### config.mk
export PLATFORM = sky130hd
export DESIGN_NAME = mux_sel_scanner
export DESIGN_NICKNAME = d
export VERILOG_FILES = /design/src/rtl/mux_sel_scanner.sv
export SDC_FILE = /design/constraint.sdc
export NUM_CORES = 1
export LEC_CHECK = 0
export BUFFER_PORTS_ARGS = -buffer_cell sky130_fd_sc_hd__buf_2
export CELL_PAD_IN_SITES_DETAIL_PLACEMENT = 1
export CELL_PAD_IN_SITES_GLOBAL_PLACEMENT = 2
export CORE_MARGIN = 4
export CORE_UTILIZATION = 39
export CTS_CLUSTER_SIZE = 12
export DETAILED_ROUTE_END_ITERATION = 7
export PLACE_DENSITY = 0.88
export SETUP_SLACK_MARGIN = 0.02
export SYNTH_ARGS = -nofsm -noshare
export SYNTH_HDL_FRONTEND = slang
export SYNTH_SLANG_ARGS = --single-unit
### constraint.sdc
create_clock -name clk -period 2.76 [get_ports clk]
set_input_delay 0.138 -clock clk [delete_from_list [all_inputs] [get_ports clk]]
set_output_delay 0.138 -clock clk [all_outputs]
set_load 0.1 [all_outputs]
### src/rtl/mux_sel_scanner.sv
// Select sequencer/sampler for a 4:1 mux: walks enabled channels, dwells, samples y, reports a 4-bit word.
// Optional continuous scanning is enabled by defining SCAN_CONT_EN.
module mux_sel_scanner #(
    parameter int unsigned DWELL = 4
) (
    input  logic       clk,
    input  logic       rst_n,
    input  logic       start,
    input  logic [3:0] mask,
    input  logic       y,
    output logic       s1,
    output logic       s0,
    output logic [3:0] sample,
    output logic       valid,
    output logic       busy
);

    localparam int unsigned CW = 8;

    typedef enum logic {IDLE, SCAN} state_t;

    state_t          state_q, state_d;
    logic [1:0]      ch_q, ch_d;
    logic [CW-1:0]   cnt_q, cnt_d;
    logic [3:0]      mask_q, mask_d;
    logic [3:0]      shadow_q, shadow_d;
    logic [3:0]      sample_q, sample_d;
    logic            valid_q, valid_d;
    logic            busy_q, busy_d;
    logic [3:0]      shadow_y;
    logic [2:0]      first_ch;
    logic [2:0]      next_ch;

    // Lowest set bit of m at index >= from; MSB of the result flags "found".
    function automatic logic [2:0] pick(input logic [3:0] m, input logic [2:0] from);
        logic [2:0] r;
        r = 3'b000;
        for (int i = 3; i >= 0; i--) begin
            if (m[i] && (3'(i) >= from)) begin
                r = {1'b1, 2'(i)};
            end
        end
        return r;
    endfunction

    always_ff @(posedge clk or negedge rst_n) begin
        if (!rst_n) begin
            state_q  <= IDLE;
            ch_q     <= 2'b00;
            cnt_q    <= '0;
            mask_q   <= 4'b0000;
            shadow_q <= 4'b0000;
            sample_q <= 4'b0000;
            valid_q  <= 1'b0;
            busy_q   <= 1'b0;
        end else begin
            state_q  <= state_d;
            ch_q     <= ch_d;
            cnt_q    <= cnt_d;
            mask_q   <= mask_d;
            shadow_q <= shadow_d;
            sample_q <= sample_d;
            valid_q  <= valid_d;
            busy_q   <= busy_d;
        end
    end

    always_comb begin
        state_d  = state_q;
        ch_d     = ch_q;
        cnt_d    = cnt_q;
        mask_d   = mask_q;
        shadow_d = shadow_q;
        sample_d = sample_q;
        valid_d  = 1'b0;
        busy_d   = busy_q;

        // Shadow word with the currently selected channel's y merged in.
        shadow_y       = shadow_q;
        shadow_y[ch_q] = y;
        first_ch       = pick(mask, 3'd0);
        next_ch        = pick(mask_q, {1'b0, ch_q} + 3'd1);

        case (state_q)
            IDLE: begin
                ch_d   = 2'b00;
                busy_d = 1'b0;
                if (start) begin
                    if (mask != 4'b0000) begin
                        mask_d   = mask;
                        shadow_d = 4'b0000;
                        ch_d     = first_ch[1:0];
                        cnt_d    = '0;
                        busy_d   = 1'b1;
                        state_d  = SCAN;
                    end else begin
                        sample_d = 4'b0000;
                        valid_d  = 1'b1;
                    end
                end
            end
            SCAN: begin
                if (cnt_q == CW'(DWELL - 1)) begin
                    cnt_d = '0;
                    if (next_ch[2]) begin
                        shadow_d = shadow_y;
                        ch_d     = next_ch[1:0];
                    end else begin
                        sample_d = shadow_y;
                        valid_d  = 1'b1;
`ifdef SCAN_CONT_EN
                        // Re-arm from the live mask; an empty mask ends scanning.
                        if (mask != 4'b0000) begin
                            mask_d   = mask;
                            shadow_d = 4'b0000;
                            ch_d     = first_ch[1:0];
                        end else begin
                            state_d = IDLE;
                            busy_d  = 1'b0;
                            ch_d    = 2'b00;
                        end
`else
                        state_d = IDLE;
                        busy_d  = 1'b0;
                        ch_d    = 2'b00;
`endif
                    end
                end else begin
                    cnt_d = cnt_q + CW'(1);
                end
            end
            default: begin
                state_d = IDLE;
            end
        endcase
    end

    assign s1     = ch_q[1];
    assign s0     = ch_q[0];
    assign sample = sample_q;
    assign valid  = valid_q;
    assign busy   = busy_q;

endmodule
==> impl_metrics.tcl, run 1 <==
set metrics [dict create \
    nets 156 \
    whs_path_depth 3 \
    synthDistinctLibCells 41 \
    rows 20 \
    yosys_register_bits 24 \
    worstMarginPinSlew_ps 745 \
    synth.largest_area_cell "dfrtp_1" \
    drt-initial-drc-count 75 \
    combPwrFrac_pct 50.5 \
    fin_ws_ps 850 \
    fmaxAchievable_mhz 524 \
    synth_edf_count 0 \
    postSynthCellCount 131 \
    clock_path_buffers 2 \
    power.internal_mw 0.904 \
    coreArea_mm2 0.00315 \
    numCtsBuffers 3 \
    cts_resized 0 \
    grt_max_degree 25 \
    track_usage_pct 15.9 \
    design_area_mm2 0.00148 \
    yosys-top-cells-area "dfrtp_1 (45%), mux2i_1 (6.8%), nand2_1 (5.4%)" \
    ys_warn_count 0 \
    fillers 379 \
    hold_end "mask_q[1]" \
    die_height_um 66.2 \
    power_density_mw_per_mm2 1200 \
    die_area_mm2 0.00439 \
    setup-violations-final 0 \
    syn_to_final_growth_pct 12.1 \
    wirelength_um 3050 \
    multi_input_area_um2 678 \
    start_util_pct 41.9 \
    synth_fp_nets 140 \
    rsz0062_at_grt "false" \
    via_per_inst 5.57 \
    p_leak_nw 0.668 \
    endpoint_kind "register" \
    postSynthAreaPerCell_um2 10.1 \
    place_congestion 0.778 \
    overflow 0 \
    cts_tree "done" \
    cp-start-kind "register" \
    cpPeakStageDelay_ps 430 \
    place_inst 185 \
    reg2regPathDepth 5 \
    final_cells 190 \
    slew_violations 0 \
    hold_class "primary input to register" \
    r2r-start "cnt_q[0]" \
    final_util_pct 47.0 \
    synth_common_cells "dfrtp_1 (24), nand2_1 (19), mux2i_1 (9)" \
    crit_required_ps 3010 \
    grt_pass1_vias 1126 \
    p_clk_share_pct 14.7 \
    ioPinCount 16 \
    ys_seq_area_share_pct 45.4 \
    crit_type "register to register" \
    crit_path_max_fanout 6 \
    grt_pass1_wl_um 5350 \
    route.detailed.wl_per_inst_um 16.1 \
    die_w_um 66.2 \
    p_sw_mw 0.871 \
    fin_crit_sh_pct 69.2 \
    async_flop_share_pct 100 \
    p_seq_share_pct 34.8 \
    antenna_cells 0 \
    path_cells "ha_1, nor4b_2, nand3_1, and3b_1, mux2i_1" \
    cts_root_buf "clkbuf_4" \
    min_period_ps 1910 \
    synth.top_cell.area_share_pct 45.4 \
    worstHoldStart "mask[1]" \
    r2r-end "sample[3]" \
    dp_hpwl_um 2350 \
    placed_cell_area_mm2 0.00142 \
    cap_violations 0 \
    antenna_found_initial 0 \
    max-slew-margin-rel_pct 50.3 \
    hold_viol 0 \
    cts.sinks 24 \
    arrival_ps 2160 \
    fin_skew_ps 10.4 \
    synth_ff_type "dfrtp_1" \
    firstDrtPassIters 4 \
    r2r_slack_ps 850 \
    drive_gt1_share_pct 23.3 \
    tns_ps 0 \
    vdd_ir_drop_max_mv 0.332 \
    vias 1058 \
    p_sw_share_pct 49.1 \
    dp_slack_ps 887 \
    clk_latency_ps 320 \
    cpMaxStageDelayCell "and3b_1" \
    path_clk_slew_ps 150 \
    post_cts_buffers 0 \
    synth.most_common_cell "dfrtp_1" \
    antenna_left 0 \
    syn_area_mm2 0.00132 \
    io_buffers 15 \
    seqCellArea_um2 601 \
    htree_levels 1 \
    drc 0 \
    outcome "finished clean" \
    cts_hold_buf 1 \
]
[registers in the layout, summed over array words and instances (netlist names)]
register / cells
ch_q: 2
shadow_q: 4
valid: 1
cnt_q: 8
sample: 4
mask_q: 3
state_q: 1
busy: 1
[through the flow]
stage | hold WS [ps] | total power [mW]
final | 81.8 | 1.78
after global routing | 88.1 | 1.90
after CTS | 76.7 | 1.79
after detailed placement | 162 | 1.53
after global placement | 153 | 1.49
after floorplan | -158 | 1.35
[logic make-up after synthesis]
kind of cell | share of synthesized area [%]
AO/OA/AOI/OAI | 16.6
adder cells (fa/ha/maj) | 0.946
buffers and inverters | 3.31
flip-flops | 45.4
multiplexers | 11.1
AND/OR/NAND/NOR | 22.7
[power by group through the flow]
stage | clock network, mW | logic, mW | registers, mW
5_1_grt | 0.280 | 0.976 | 0.644
2_1_floorplan | 0 | 0.485 | 0.866
6_report | 0.260 | 0.897 | 0.618
4_1_cts | 0.264 | 0.908 | 0.620
3_3_place_gp | 0 | 0.879 | 0.615
3_5_place_dp | 0 | 0.904 | 0.629
[layout by cell type, fill, tap and decap left out, types with 2 or more instances in the layout]
cell / netlist / final
nor3_1: 3 / 3
nand2_1: 19 / 19
nand4_1: 3 / 3
a21o_1: 5 / 5
buf_2: 0 / 15
nor2b_1: 2 / 2
mux2_2: 5 / 5
and2_1: 2 / 2
nand2b_1: 4 / 4
clkbuf_4: 0 / 3
mux2i_1: 9 / 9
a21oi_1: 4 / 4
inv_1: 3 / 3
nor2_1: 4 / 4
and3b_1: 2 / 2
dfrtp_1: 24 / 24
o21ai_0: 4 / 4
o21ai_1: 4 / 4
a21oi_2: 2 / 2
nand3_1: 5 / 5
a22o_1: 3 / 3
[critical path: cells and delay by family, from the launching register on]
family / cells / cell delay, ps
muxes: 1 / 250
and+or+nand+nor: 3 / 920
DFF: 1 / 410
adders and majority gates: 1 / 270
[final cells by class]
cell class	count	area share, %
multi-input cells	99	45.7
flip-flops and latches	24	40.5
repair buffers	16	5.74
well taps	44	3.71
clock inverters	1	2.03
clock buffers	3	1.52
inverters	3	0.759
[per-layer routing]
layer  GRT usage [%]  vias up  part of all wire [%]
met5               0        -                     0
met4            5.08        0                  0.98
met3            2.38        4                   2.1
li1                -      507                     -
met2            27.6       12                    50
met1            19.9      535                    47
[how the worst max path moves through the flow]
stage / startpoint / end / slack [ps] / depth (start not counted)
after floorplan: ch_q[1] / sample[0] / 790 / 6
after global placement: cnt_q[0] / sample[3] / 1040 / 5
after detailed placement: cnt_q[0] / sample[3] / 890 / 5
after CTS: cnt_q[0] / sample[3] / 850 / 5
after global routing: cnt_q[0] / sample[3] / 700 / 5
final: cnt_q[0] / sample[3] / 850 / 5
(Power assumes the default switching activity.)
==> inputs of run 2 (changes only) <==
--- a/config.mk
+++ b/config.mk
@@ -9,10 +9,10 @@
 export CELL_PAD_IN_SITES_DETAIL_PLACEMENT = 1
 export CELL_PAD_IN_SITES_GLOBAL_PLACEMENT = 2
 export CORE_MARGIN = 4
-export CORE_UTILIZATION = 39
+export CORE_UTILIZATION = 32
 export CTS_CLUSTER_SIZE = 12
 export DETAILED_ROUTE_END_ITERATION = 7
-export PLACE_DENSITY = 0.88
+export PLACE_DENSITY = 0.78
 export SETUP_SLACK_MARGIN = 0.02
 export SYNTH_ARGS = -nofsm -noshare
 export SYNTH_HDL_FRONTEND = slang
==> constraint.sdc (replaced) <==
create_clock -name clk -period 1.5 [get_ports clk]
set_input_delay 0.075 -clock clk [delete_from_list [all_inputs] [get_ports clk]]
set_output_delay 0.075 -clock clk [all_outputs]
set_load 0.1 [all_outputs]
==> impl_metrics.tcl, run 2 (synthesis gave the netlist of run 1 again) <==
set metrics [dict create \
    min_period_ps 1640 \
    place_congestion 0.756 \
    fin_ws_ps -141 \
    numCtsBuffers 3 \
    crit_path_max_fanout 7 \
    vias 1117 \
    grt_pass1_wl_um 6110 \
    grt_max_degree 25 \
    cts.sinks 24 \
    start_util_pct 33.1 \
    r2r_slack_ps -140 \
    ioPinCount 16 \
    antenna_found_initial 0 \
    tns_ps -979 \
    grt_pass1_vias 1258 \
    drive_gt1_share_pct 38.2 \
    outcome "finished, violations left" \
    path_clk_slew_ps 100 \
    vdd_ir_drop_max_mv 0.786 \
    htree_levels 1 \
    wirelength_um 3630 \
    design_area_mm2 0.00172 \
    dp_hpwl_um 2620 \
    cts_tree "done" \
    max-slew-margin-rel_pct 61.6 \
    layout_common_cells "dfrtp_1 (21), nand2_1 (19), buf_4 (18)" \
    largest_reg_flops 8 \
    crit_required_ps 1660 \
    worstMarginPinSlew_ps 576 \
    top_register "cnt_q" \
    power_density_mw_per_mm2 2220 \
    die_area_mm2 0.00523 \
    layout_commonest_cell "dfrtp_1" \
    clock_path_buffers 2 \
    hold_class "primary input to register" \
    track_usage_pct 14.9 \
    die_w_um 72.3 \
    cp-start-kind "register" \
    p_leak_nw 0.783 \
    fmaxAchievable_mhz 609 \
    failed_checks "negative setup slack" \
    crit_type "register to register" \
    syn_to_final_growth_pct 30.0 \
    nets 175 \
    route.detailed.wl_per_inst_um 16.9 \
    overflow 0 \
    hold_viol 0 \
    antenna_left 0 \
    arrival_ps 1810 \
    die_height_um 72.3 \
    endpoint_kind "register" \
    drc 0 \
    cts_root_buf "clkbuf_8" \
    fin_crit_sh_pct 109 \
    slew_violations 0 \
    fin_skew_ps 8.57 \
    rows 23 \
    cap_violations 0 \
    clk_latency_ps 270 \
    drt-initial-drc-count 47 \
    antenna_cells 0 \
    io_buffers 15 \
    setup-violations-final 14 \
    placed_cell_area_mm2 0.00157 \
    via_per_inst 5.20 \
    coreArea_mm2 0.00400 \
    firstDrtPassIters 4 \
    rsz0062_at_grt "true" \
]
## run 2: cell count changes in the layout (fill, tap and decap cells not counted), moves of 2 or more
cell / change
nand2b_4: +2
dfrtp_2: +2
buf_4: +18
clkbuf_4: -3
clkbuf_8: +3
dfrtp_1: -3
nand2b_1: -2
## run 2: path summary, 6_finish.rpt
| path | startpoint | to | cells after the start |
|---|---|---|---|
| min | mask[3] | mask_q[3] | 3 |
| max reg2reg | cnt_q[1] | cnt_q[6] | 5 |
| min in group asynchronous | rst_n | mask_q[3] | 2 |
| min reg2reg | shadow_q[3] | shadow_q[3] | 1 |
| max in group asynchronous | rst_n | ch_q[1] | 2 |
| max | cnt_q[1] | cnt_q[6] | 5 |
## run 2: area by class of cell
type                       count  area [µm²]
fill                         467        2280
multi-input combinational     99         736
sequential                    24         607
timing repair buffer          35         231
tap                           50        62.6
clock buffer                   3        41.3
clock inverter                 1        30.0
inverter                       3        11.3
## run 2: metal layers
metal / vias to the layer above / part of all wire, % / GRT usage (%)
met5: - / 0 / 0
met3: 2 / 2.3 / 2.91
met4: 0 / 0.47 / 4.38
met2: 10 / 53 / 25.8
met1: 567 / 44 / 18.8
li1: 538 / - / -
## run 2: report_power, final
group          switching, mW  internal, mW  total [mW]
clock network          0.227         0.357       0.585
logic                   1.31         0.817        2.12
registers              0.231         0.873        1.10
total                   1.76          2.05        3.81
## run 2: worst max-delay path, stage by stage, from the launching register on
cell and delay (ps):
dfrtp_1 370, ha_2 200, or4b_4 490, o21ai_4 240, o21ai_2 70, a22o_1 170
## run 2: per-stage QoR
stage	total power, mW	hold WS (ps)	setup WS [ps]	utilization, %	instances
final	3.81	58.0	-141	43.0	215
after global routing	4.07	56.2	-214	43.0	215
after CTS	3.78	51.0	-159	42.4	215
after detailed placement	3.08	107	-191	39.3	207
after global placement	3.00	94.5	-150	39.3	207
after floorplan	2.55	-221	-149	-	131
## run 2: timing repair
| action | CTS | global route |
|---|---|---|
| buffers inserted | 3 | 1 |
| setup endpoints to repair | 16 | 18 |
| hold buffers | 1 | 0 |
| gates resized for setup | 4 | 6 |
| pin swaps | 4 | 4 |
| cloned | 0 | 0 |
| endpoints found under the hold margin | 24 | 0 |
==> inputs of run 3 (changes only) <==
--- a/config.mk
+++ b/config.mk
@@ -13,7 +13,6 @@
 export CTS_CLUSTER_SIZE = 12
 export DETAILED_ROUTE_END_ITERATION = 7
 export PLACE_DENSITY = 0.78
-export SETUP_SLACK_MARGIN = 0.02
 export SYNTH_ARGS = -nofsm -noshare
 export SYNTH_HDL_FRONTEND = slang
 export SYNTH_SLANG_ARGS = --single-unit
==> impl_metrics.tcl, run 3 (synthesis gave the netlist of run 1 again) <==
set metrics [dict create \
    outcome "finished, violations left" \
    failed_checks "negative setup slack" \
    fmaxAchievable_mhz 605 \
    dp_hpwl_um 2670 \
    whs_ps 58.4 \
    die_height_um 72.3 \
    top_register "cnt_q" \
    start_util_pct 33.1 \
    arrival_ps 1820 \
    ioPinCount 16 \
    vdd_ir_drop_max_mv 0.706 \
    hold_class "primary input to register" \
    clk_latency_ps 270 \
    slew_violations 0 \
    track_usage_pct 15.4 \
    place_congestion 0.711 \
    critPathLaunch "cnt_q[0]" \
    wl_met3_um 86 \
    rsz0062_at_grt "true" \
    tns_ps -1340 \
    antenna_left 0 \
    r2r-start "cnt_q[0]" \
    via_per_inst 5.16 \
    min_period_ps 1650 \
    largest_reg_flops 8 \
    cts.sinks 24 \
    die_area_mm2 0.00523 \
    drc 0 \
    cap_violations 0 \
    firstDrtPassIters 4 \
    numCtsBuffers 3 \
    endpoint_kind "register" \
    fin_skew_ps 7.20 \
    grt_pass1_wl_um 6240 \
    io_buffers 15 \
    layout_commonest_cell "buf_4" \
    r2r-end "cnt_q[6]" \
    hold_viol 0 \
    grt_pass1_vias 1280 \
    antenna_cells 0 \
    cts_root_buf "clkbuf_8" \
    power_density_mw_per_mm2 2240 \
    syn_to_final_growth_pct 33.7 \
    worstMarginPinSlew_ps 574 \
    vias 1136 \
    cts_tree "done" \
    layout_common_cells "buf_4 (22), dfrtp_1 (21), nand2_1 (19)" \
    cp-start-kind "register" \
    drt-met1-wl_um 1600 \
    wl_met2_um 1960 \
    route.detailed.wl_per_inst_um 16.6 \
    clock_path_buffers 2 \
    htree_levels 1 \
    die_w_um 72.3 \
    antenna_found_initial 0 \
    fin_crit_sh_pct 110 \
    drt-initial-drc-count 57 \
    drive_gt1_share_pct 40.0 \
    wirelength_um 3650 \
    cp-endpoint "cnt_q[6]" \
    setup-violations-final 15 \
    r2r_slack_ps -150 \
    fin_ws_ps -152 \
    overflow 0 \
    crit_type "register to register" \
    reg2regPathDepth 5 \
    p_leak_nw 0.808 \
    crit_path_max_fanout 7 \
    route.top_layer_used "met4" \
    path_clk_slew_ps 100 \
    coreArea_mm2 0.00400 \
    rows 23 \
    nets 180 \
    crit_required_ps 1670 \
    grt_max_degree 25 \
    max-slew-margin-rel_pct 61.7 \
]
==> run 3: cell count changes in the layout (fill, tap and decap cells not counted), sizes merged <==
cell / before / now
buf: 34 / 39
==> run 3: where the power goes <==
part / internal, mW / switching [mW]
clock: 0.357 / 0.234
sequential: 0.873 / 0.238
combinational: 0.926 / 1.34
total: 2.16 / 1.81
==> run 3: critical path: stages, from the launching register on <==
cell and delay [ps]:
dfrtp_1 400, ha_4 160, or4b_4 480, o21ai_4 250, o21ai_2 80, a22o_1 170
==> run 3: timing repair <==
item	in CTS	in global routing
setup buffers	6	3
pin swaps	2	6
hold buffers	1	0
endpoints found under the hold margin	24	0
gates resized for setup	8	4
setup endpoints to repair	16	18
==> run 3: final cells by class <==
cell class,count,area [µm²]
Inverter,3,11.3
Sequential cell,24,607
Tap cell,50,62.6
Multi-Input combinational cell,99,743
Timing Repair Buffer,40,273
Clock buffer,3,41.3
Clock inverter,1,30.0
Fill cell,462,2230
==> run 3: metrics by stage <==
stage | util (%) | std cells | power (mW) | setup slack, ps | area (µm²)
finish | 44.2 | 220 | 3.97 | -152 | 1770
floorplan | - | 131 | 2.55 | -149 | 1360
detailed placement | 39.3 | 207 | 3.08 | -176 | 1570
CTS | 43.5 | 218 | 3.89 | -131 | 1740
global placement | 39.3 | 207 | 2.99 | -118 | 1570
global route | 44.2 | 220 | 4.22 | -258 | 1770
==> run 3: worst min-delay path by stage <==
stage | from | to | slack [ps] | cells past startpoint
final | mask[3] | mask_q[3] | 60 | 3
after global routing | mask[3] | mask_q[3] | 90 | 3
after CTS | mask[3] | mask_q[3] | 60 | 3
after detailed placement | rst_n | mask_q[3] | 110 | 1
after global placement | rst_n | mask_q[1] | 90 | 1
after floorplan | rst_n | busy | -220 | 0
==> run 3: layer usage <==
layer | global-route usage [%] | vias to the layer above
met5 | 0 | -
met4 | 2.71 | 0
met3 | 3.46 | 2
met2 | 28.6 | 14
met1 | 18.0 | 572
li1 | - | 548
